==> config.mk <==
export PLATFORM = sky130hd
export DESIGN_NAME = game_level_ctrl
export DESIGN_NICKNAME = d
export VERILOG_FILES = /design/src/rtl/game_level_ctrl.sv
export SDC_FILE = /design/constraint.sdc
export NUM_CORES = 1
export LEC_CHECK = 0
export ABC_AREA = 1
export CORE_MARGIN = 5
export CORE_UTILIZATION = 51
export CTS_CLUSTER_SIZE = 16
export DETAILED_ROUTE_END_ITERATION = 16
export PLACE_DENSITY = 0.77
export SYNTH_ARGS = -nofsm -noshare
export SYNTH_HDL_FRONTEND = slang
export SYNTH_SLANG_ARGS = --single-unit
==> constraint.sdc <==
create_clock -name clk -period 2.22 [get_ports clk]
set_input_delay 0.444 -clock clk [delete_from_list [all_inputs] [get_ports clk]]
set_output_delay 0.444 -clock clk [all_outputs]
set_load 0.01 [all_outputs]
==> src/rtl/game_level_ctrl.sv <==
// ---------------------------------------------------------------------------
// game_level_ctrl
//
// Difficulty / progress controller for the number-guessing game. Tracks the
// current level, correct guesses in the level, misses against a per-level
// budget and a per-level countdown, and tells the target generator when a
// fresh target is needed.
//
// Ports
//   clk            system clock
//   restart        asynchronous active-low reset
//   guess_valid    one-cycle strobe, a guess was submitted
//   guess_correct  qualifies guess_valid (1 = correct)
//   tick           one-cycle 1 Hz enable for the countdown
//   pause          level-sensitive pause request
//   level          current level, 0-based
//   max_digit      level+1, highest digit the target generator may use
//   win_or_lose    11 playing, 10 paused, 01 win, 00 lose
//   guesses_left   remaining misses in this level
//   time_left      remaining ticks in this level
//   round_count    correct guesses in this level
//   level_up       one-cycle pulse on level advance
//   new_target     one-cycle pulse requesting a fresh target
// ---------------------------------------------------------------------------
module game_level_ctrl #(
  parameter int NUM_LEVELS       = 3,
  parameter int ROUNDS_PER_LEVEL = 3,
  parameter int LVL_W            = 2,
  parameter int RND_W            = 3,
  parameter int MISS_W           = 3,
  parameter int BASE_MISSES      = 3,
  parameter int MISS_STEP        = 1,
  parameter int TIMER_W          = 7,
  parameter int LEVEL_TIME       = 99
) (
  input  logic               clk,
  input  logic               restart,
  input  logic               guess_valid,
  input  logic               guess_correct,
  input  logic               tick,
  input  logic               pause,
  output logic [LVL_W-1:0]   level,
  output logic [LVL_W-1:0]   max_digit,
  output logic [1:0]         win_or_lose,
  output logic [MISS_W-1:0]  guesses_left,
  output logic [TIMER_W-1:0] time_left,
  output logic [RND_W-1:0]   round_count,
  output logic               level_up,
  output logic               new_target
);

  typedef enum logic [2:0] {
    S_PLAY  = 3'd0,
    S_PAUSE = 3'd1,
    S_LVLUP = 3'd2,
    S_WIN   = 3'd3,
    S_LOSE  = 3'd4
  } state_t;

  localparam logic [1:0] WOL_PLAY  = 2'b11;
  localparam logic [1:0] WOL_PAUSE = 2'b10;
  localparam logic [1:0] WOL_WIN   = 2'b01;
  localparam logic [1:0] WOL_LOSE  = 2'b00;

  // Miss budget grows linearly with the level.
  function automatic logic [MISS_W-1:0] budget(input logic [LVL_W-1:0] lvl);
    return MISS_W'(BASE_MISSES) + MISS_W'(lvl) * MISS_W'(MISS_STEP);
  endfunction

  function automatic logic [1:0] wol_of(input state_t st);
    logic [1:0] w;
    w = WOL_PLAY;
    case (st)
      S_PAUSE: w = WOL_PAUSE;
      S_WIN:   w = WOL_WIN;
      S_LOSE:  w = WOL_LOSE;
      default: w = WOL_PLAY;
    endcase
    return w;
  endfunction

  state_t               state_q, state_d;
  logic [LVL_W-1:0]     level_q, level_d;
  logic [LVL_W-1:0]     max_digit_q, max_digit_d;
  logic [1:0]           wol_q, wol_d;
  logic [MISS_W-1:0]    misses_q, misses_d;
  logic [MISS_W-1:0]    guesses_left_q, guesses_left_d;
  logic [TIMER_W-1:0]   time_q, time_d;
  logic [RND_W-1:0]     round_q, round_d;
  logic                 level_up_q, level_up_d;
  logic                 new_target_q, new_target_d;
  logic                 start_q, start_d;
  logic                 lose;
  logic                 tick_applies;

  always_comb begin
    state_d        = state_q;
    level_d        = level_q;
    misses_d       = misses_q;
    guesses_left_d = guesses_left_q;
    time_d         = time_q;
    round_d        = round_q;
    level_up_d     = 1'b0;
    // The start flag requests the very first target after reset.
    new_target_d   = start_q;
    start_d        = 1'b0;
    lose           = 1'b0;
    tick_applies   = 1'b0;

    case (state_q)
      S_PLAY: begin
        if (guess_valid && guess_correct) begin
          // A correct guess takes precedence; any tick this cycle is dropped.
          if ((32'(round_q) + 1) < ROUNDS_PER_LEVEL) begin
            round_d      = round_q + RND_W'(1);
            new_target_d = 1'b1;
          end else if (32'(level_q) == (NUM_LEVELS - 1)) begin
            round_d = round_q + RND_W'(1);
            state_d = S_WIN;
          end else begin
            // Load the new level's values now so they are visible in the
            // LVLUP cycle together with the strobes.
            state_d        = S_LVLUP;
            level_d        = level_q + LVL_W'(1);
            round_d        = '0;
            misses_d       = '0;
            guesses_left_d = budget(level_q + LVL_W'(1));
            time_d         = TIMER_W'(LEVEL_TIME);
            level_up_d     = 1'b1;
            new_target_d   = 1'b1;
          end
        end else begin
          if (guess_valid) begin
            misses_d       = misses_q + MISS_W'(1);
            guesses_left_d = budget(level_q) - (misses_q + MISS_W'(1));
            if ((misses_q + MISS_W'(1)) == budget(level_q)) begin
              lose = 1'b1;
            end
          end else if (pause) begin
            state_d = S_PAUSE;
          end

          // A tick still counts alongside a wrong guess, but a pause
          // request without a guess swallows it.
          tick_applies = tick && (guess_valid || !pause);
          if (tick_applies && (time_q != '0)) begin
            time_d = time_q - TIMER_W'(1);
            if (time_q == TIMER_W'(1)) begin
              lose = 1'b1;
            end
          end

          if (lose) begin
            state_d = S_LOSE;
          end
        end
      end

      S_PAUSE: begin
        if (!pause) begin
          state_d = S_PLAY;
        end
      end

      S_LVLUP: begin
        state_d = S_PLAY;
      end

      S_WIN, S_LOSE: begin
        state_d = state_q;
      end

      default: begin
        state_d = S_PLAY;
      end
    endcase

    max_digit_d = level_d + LVL_W'(1);
    wol_d       = wol_of(state_d);
  end

  always_ff @(posedge clk or negedge restart) begin
    if (!restart) begin
      state_q        <= S_PLAY;
      level_q        <= '0;
      max_digit_q    <= LVL_W'(1);
      wol_q          <= WOL_PLAY;
      misses_q       <= '0;
      guesses_left_q <= MISS_W'(BASE_MISSES);
      time_q         <= TIMER_W'(LEVEL_TIME);
      round_q        <= '0;
      level_up_q     <= 1'b0;
      new_target_q   <= 1'b0;
      start_q        <= 1'b1;
    end else begin
      state_q        <= state_d;
      level_q        <= level_d;
      max_digit_q    <= max_digit_d;
      wol_q          <= wol_d;
      misses_q       <= misses_d;
      guesses_left_q <= guesses_left_d;
      time_q         <= time_d;
      round_q        <= round_d;
      level_up_q     <= level_up_d;
      new_target_q   <= new_target_d;
      start_q        <= start_d;
    end
  end

  assign level        = level_q;
  assign max_digit    = max_digit_q;
  assign win_or_lose  = wol_q;
  assign guesses_left = guesses_left_q;
  assign time_left    = time_q;
  assign round_count  = round_q;
  assign level_up     = level_up_q;
  assign new_target   = new_target_q;

endmodule

==> qor.txt <==
Via count -> 1322
Share of cells above drive strength 1 -> 13.5%
Clk Latency, worst-skew pair -> 0.33 ns
YS warnings -> 0
PwrDens -> 1390 nW/µm²
Drt total wl -> 3.07 mm
CP max stage delay -> 0.45 ns
WP data arrival -> 2.30 ns
DRC viols -> 0
Post-CTS sizing -> 0
Pwr Total -> 2.81 mW
GR Util All Layers -> 16.0%
Top cells by count, synth -> nand2_1 (60), inv_1 (33), dfrtp_1 (18), nand3_1 (15)
Hold bufs inserted after CTS -> 0
Antenna cell count -> 0
Tcrit/Tclk final -> 90.5%
Die Area -> 4510 µm²
# H-tree levels -> 1
Layout Nets -> 257
EDFF count, synth -> 0
Post-DP HPWL -> 2.41 mm
TritonCTS Sinks -> 28
HP Class -> input port to async pin
Detail Route Antenna Nets -> 0
Critical Path, Cell by Cell -> inv_1 -> ha_1 -> inv_1 -> ha_1 -> nand2_1 -> nor2_1 -> nand3_1 -> nand2_1 -> nand2_1 -> nand2_1 -> nand2_1 -> nand2_1 -> inv_1
Clock Pin Slew Worst Setup and Hold Paths -> 0.15 ns
Clock group share of total power -> 9.0%
Core Footprint -> 3100 µm²
Pre-antenna DRT Iters -> 4
FP Rows -> 20
Post-CTS Setup Bufs -> 0
Setup TNS -> 0 ns
Mapped Cells -> 205
TritonCTS clock tree -> yes
Internal power -> 1.59 mW
I/O Pins -> 27
Leak -> 1.04 nW
Outcome -> finished, final reports clean
Sw Share -> 43.4%
Post-synthesis register bit count -> 28
Clock root buffer -> clkbuf_4
Initial antenna violation count -> 0
Top cells by area, synth -> dfrtp_1 (27%), dfstp_2 (16%), nand2_1 (14%), ha_1 (9.0%), inv_1 (7.4%)
Mean routed wirelength per cell -> 10.9 µm
Final Skew -> 0.00438 ns
Cells after DPL -> 277
Post-Synthesis Cell Area -> 1670 µm²
Top-count cell post-synth -> nand2_1
Via density -> 4.70
Final RePlAce weighted congestion -> 0.837
Post-route non-filler standard cell count -> 281
Register area share after synthesis -> 42.8%
Synth Net Count -> 224
Syn Area/Cell -> 8.12 µm²
Initial core utilization -> 53.7%
CP required -> 2.51 ns
First-pass GRT wire length -> 5.46 mm
Yosys cell types -> 27
Peak Freq -> 498 MHz
Deepest clock path buffer count -> 2
Slew Viols, Final -> 0
Worst IR drop on VDD -> 0.693 mV
Synth top area share -> 27.0%
Initial DRC Count -> 89
Final hold viol count -> 0
RSZ-0062 raised after global routing -> no
Area leader, netlist -> dfrtp_1
Largest net degree at the start of global routing -> 29
Sequential Power Share -> 32.9%
Num CTS Buffers -> 3
Final Critical Period -> 2.01 ns
Critical-path top delay cell -> dfrtp_1
Final setup violation count -> 0
Ys flop type -> dfrtp_1
GRT overflow -> 0
Sw Pwr -> 1.22 mW
Vias in the first global route -> 1251
FFs w/ async S/R, synth -> 100%
Die Wd -> 67.1 µm
Port-buffer cells -> 26
Layout area overhead -> 21.6%
Combinational power share -> 58.1%
Crit path top cell by count -> nand2_1
CP Class -> flip-flop to flip-flop
Die height -> 67.1 µm
Worst Setup End Kind -> flip-flop
Max Cap Viol -> 0
CP max FO -> 6
Worst setup SP type -> flip-flop
path summary, 6_finish.rpt:
path | from | endpoint | slack, ns | cells after the start
min in group clk | guesses_left[0]$_DFFE_PN1P_ | guesses_left[0]$_DFFE_PN1P_ | 0.48 | 2
max reg2reg | level[0]$_DFF_PN0_ | win_or_lose[1]$_DFF_PN1_ | 0.21 | 13
max | level[0]$_DFF_PN0_ | win_or_lose[1]$_DFF_PN1_ | 0.21 | 13
min | restart | time_left[2]$_DFFE_PN0P_ | 0.47 | 2
min reg2reg | guesses_left[0]$_DFFE_PN1P_ | guesses_left[0]$_DFFE_PN1P_ | 0.48 | 2
max in group asynchronous | restart | guesses_left[0]$_DFFE_PN1P_ | 1.45 | 2
cells in the final DEF, fill, tap and decap left out, drive strengths merged:
master / netlist / layout
a21boi: 1 / 1
a21oi: 2 / 2
a22o: 1 / 1
buf: 2 / 4
clkbuf: 0 / 4
clkdlybuf4s50: 0 / 26
conb: 1 / 1
dfrtp: 18 / 18
dfstp: 10 / 10
fa: 1 / 1
ha: 12 / 12
inv: 35 / 35
nand2: 63 / 63
nand3: 15 / 15
nand4: 3 / 3
nor2: 15 / 15
nor3: 1 / 1
o21ai: 18 / 18
or2: 1 / 1
xnor2: 2 / 2
xor2: 4 / 4
routing by layer:
layer  up-vias  global-route usage (%)  wire, µm
met5         -                       0         0
met2        25                    26.1      1470
met3         4                    3.83       115
met4         0                    6.08        32
li1        693                       -         -
met1       600                    20.3      1460
power groups by stage:
stage	combinational (mW)	clock [mW]	sequential, mW
2_1_floorplan	1.04	0	0.991
3_3_place_gp	1.62	0	0.934
3_5_place_dp	1.65	0	0.937
4_1_cts	1.66	0.263	0.927
5_1_grt	1.88	0.295	0.960
6_report	1.63	0.253	0.925
state kept, by name (all words and copies together), names as in the netlist:
signal / cells
win_or_lose: 2
level_up: 1
time_left: 7
new_target: 1
guesses_left: 3
misses_q: 3
level: 2
start_q: 1
round_count: 3
max_digit: 2
state_q: 3
cells by family (layout without fill, tap and decap cells):
| family | Yosys count | count (layout) | synth area share (%) |
|---|---|---|---|
| fa+ha+maj | 13 | 13 | 10.2 |
| xor+xnor | 6 | 6 | 3.16 |
| flops | 28 | 28 | 42.8 |
| other cells | 1 | 1 | 0.225 |
| simple gates | 98 | 98 | 26.7 |
| compound gates | 22 | 22 | 7.66 |
| buf+inv | 37 | 69 | 9.24 |
worst max-delay path, delay by kind of cell, from the launching register on:
kind / cells / cell delay (ns)
fa+ha+maj: 2 / 0.65
simple gates: 8 / 0.57
flops: 1 / 0.45
buf+inv: 3 / 0.27
through the flow:
stage | area (µm²) | utilization, % | setup WS, ns | hold WS, ns
CTS | 2020 | 65.2 | 0.187 | 0.467
floorplan | 1670 | - | 0.418 | 0.148
global route | 2020 | 65.2 | 0.0333 | 0.459
finish | 2020 | 65.2 | 0.210 | 0.466
detailed placement | 1990 | 64.1 | 0.122 | 0.466
global placement | 1990 | 64.1 | 0.180 | 0.460
area by class of cell:
type | instances | area [µm²]
Fill cell | 293 | 1080
Timing Repair Buffer | 30 | 290
Inverter | 35 | 131
Tap cell | 44 | 55.1
Clock buffer | 4 | 36.3
Multi-Input combinational cell | 140 | 798
Sequential cell | 28 | 713
No activity file was read; power rests on OpenSTA's default activity.
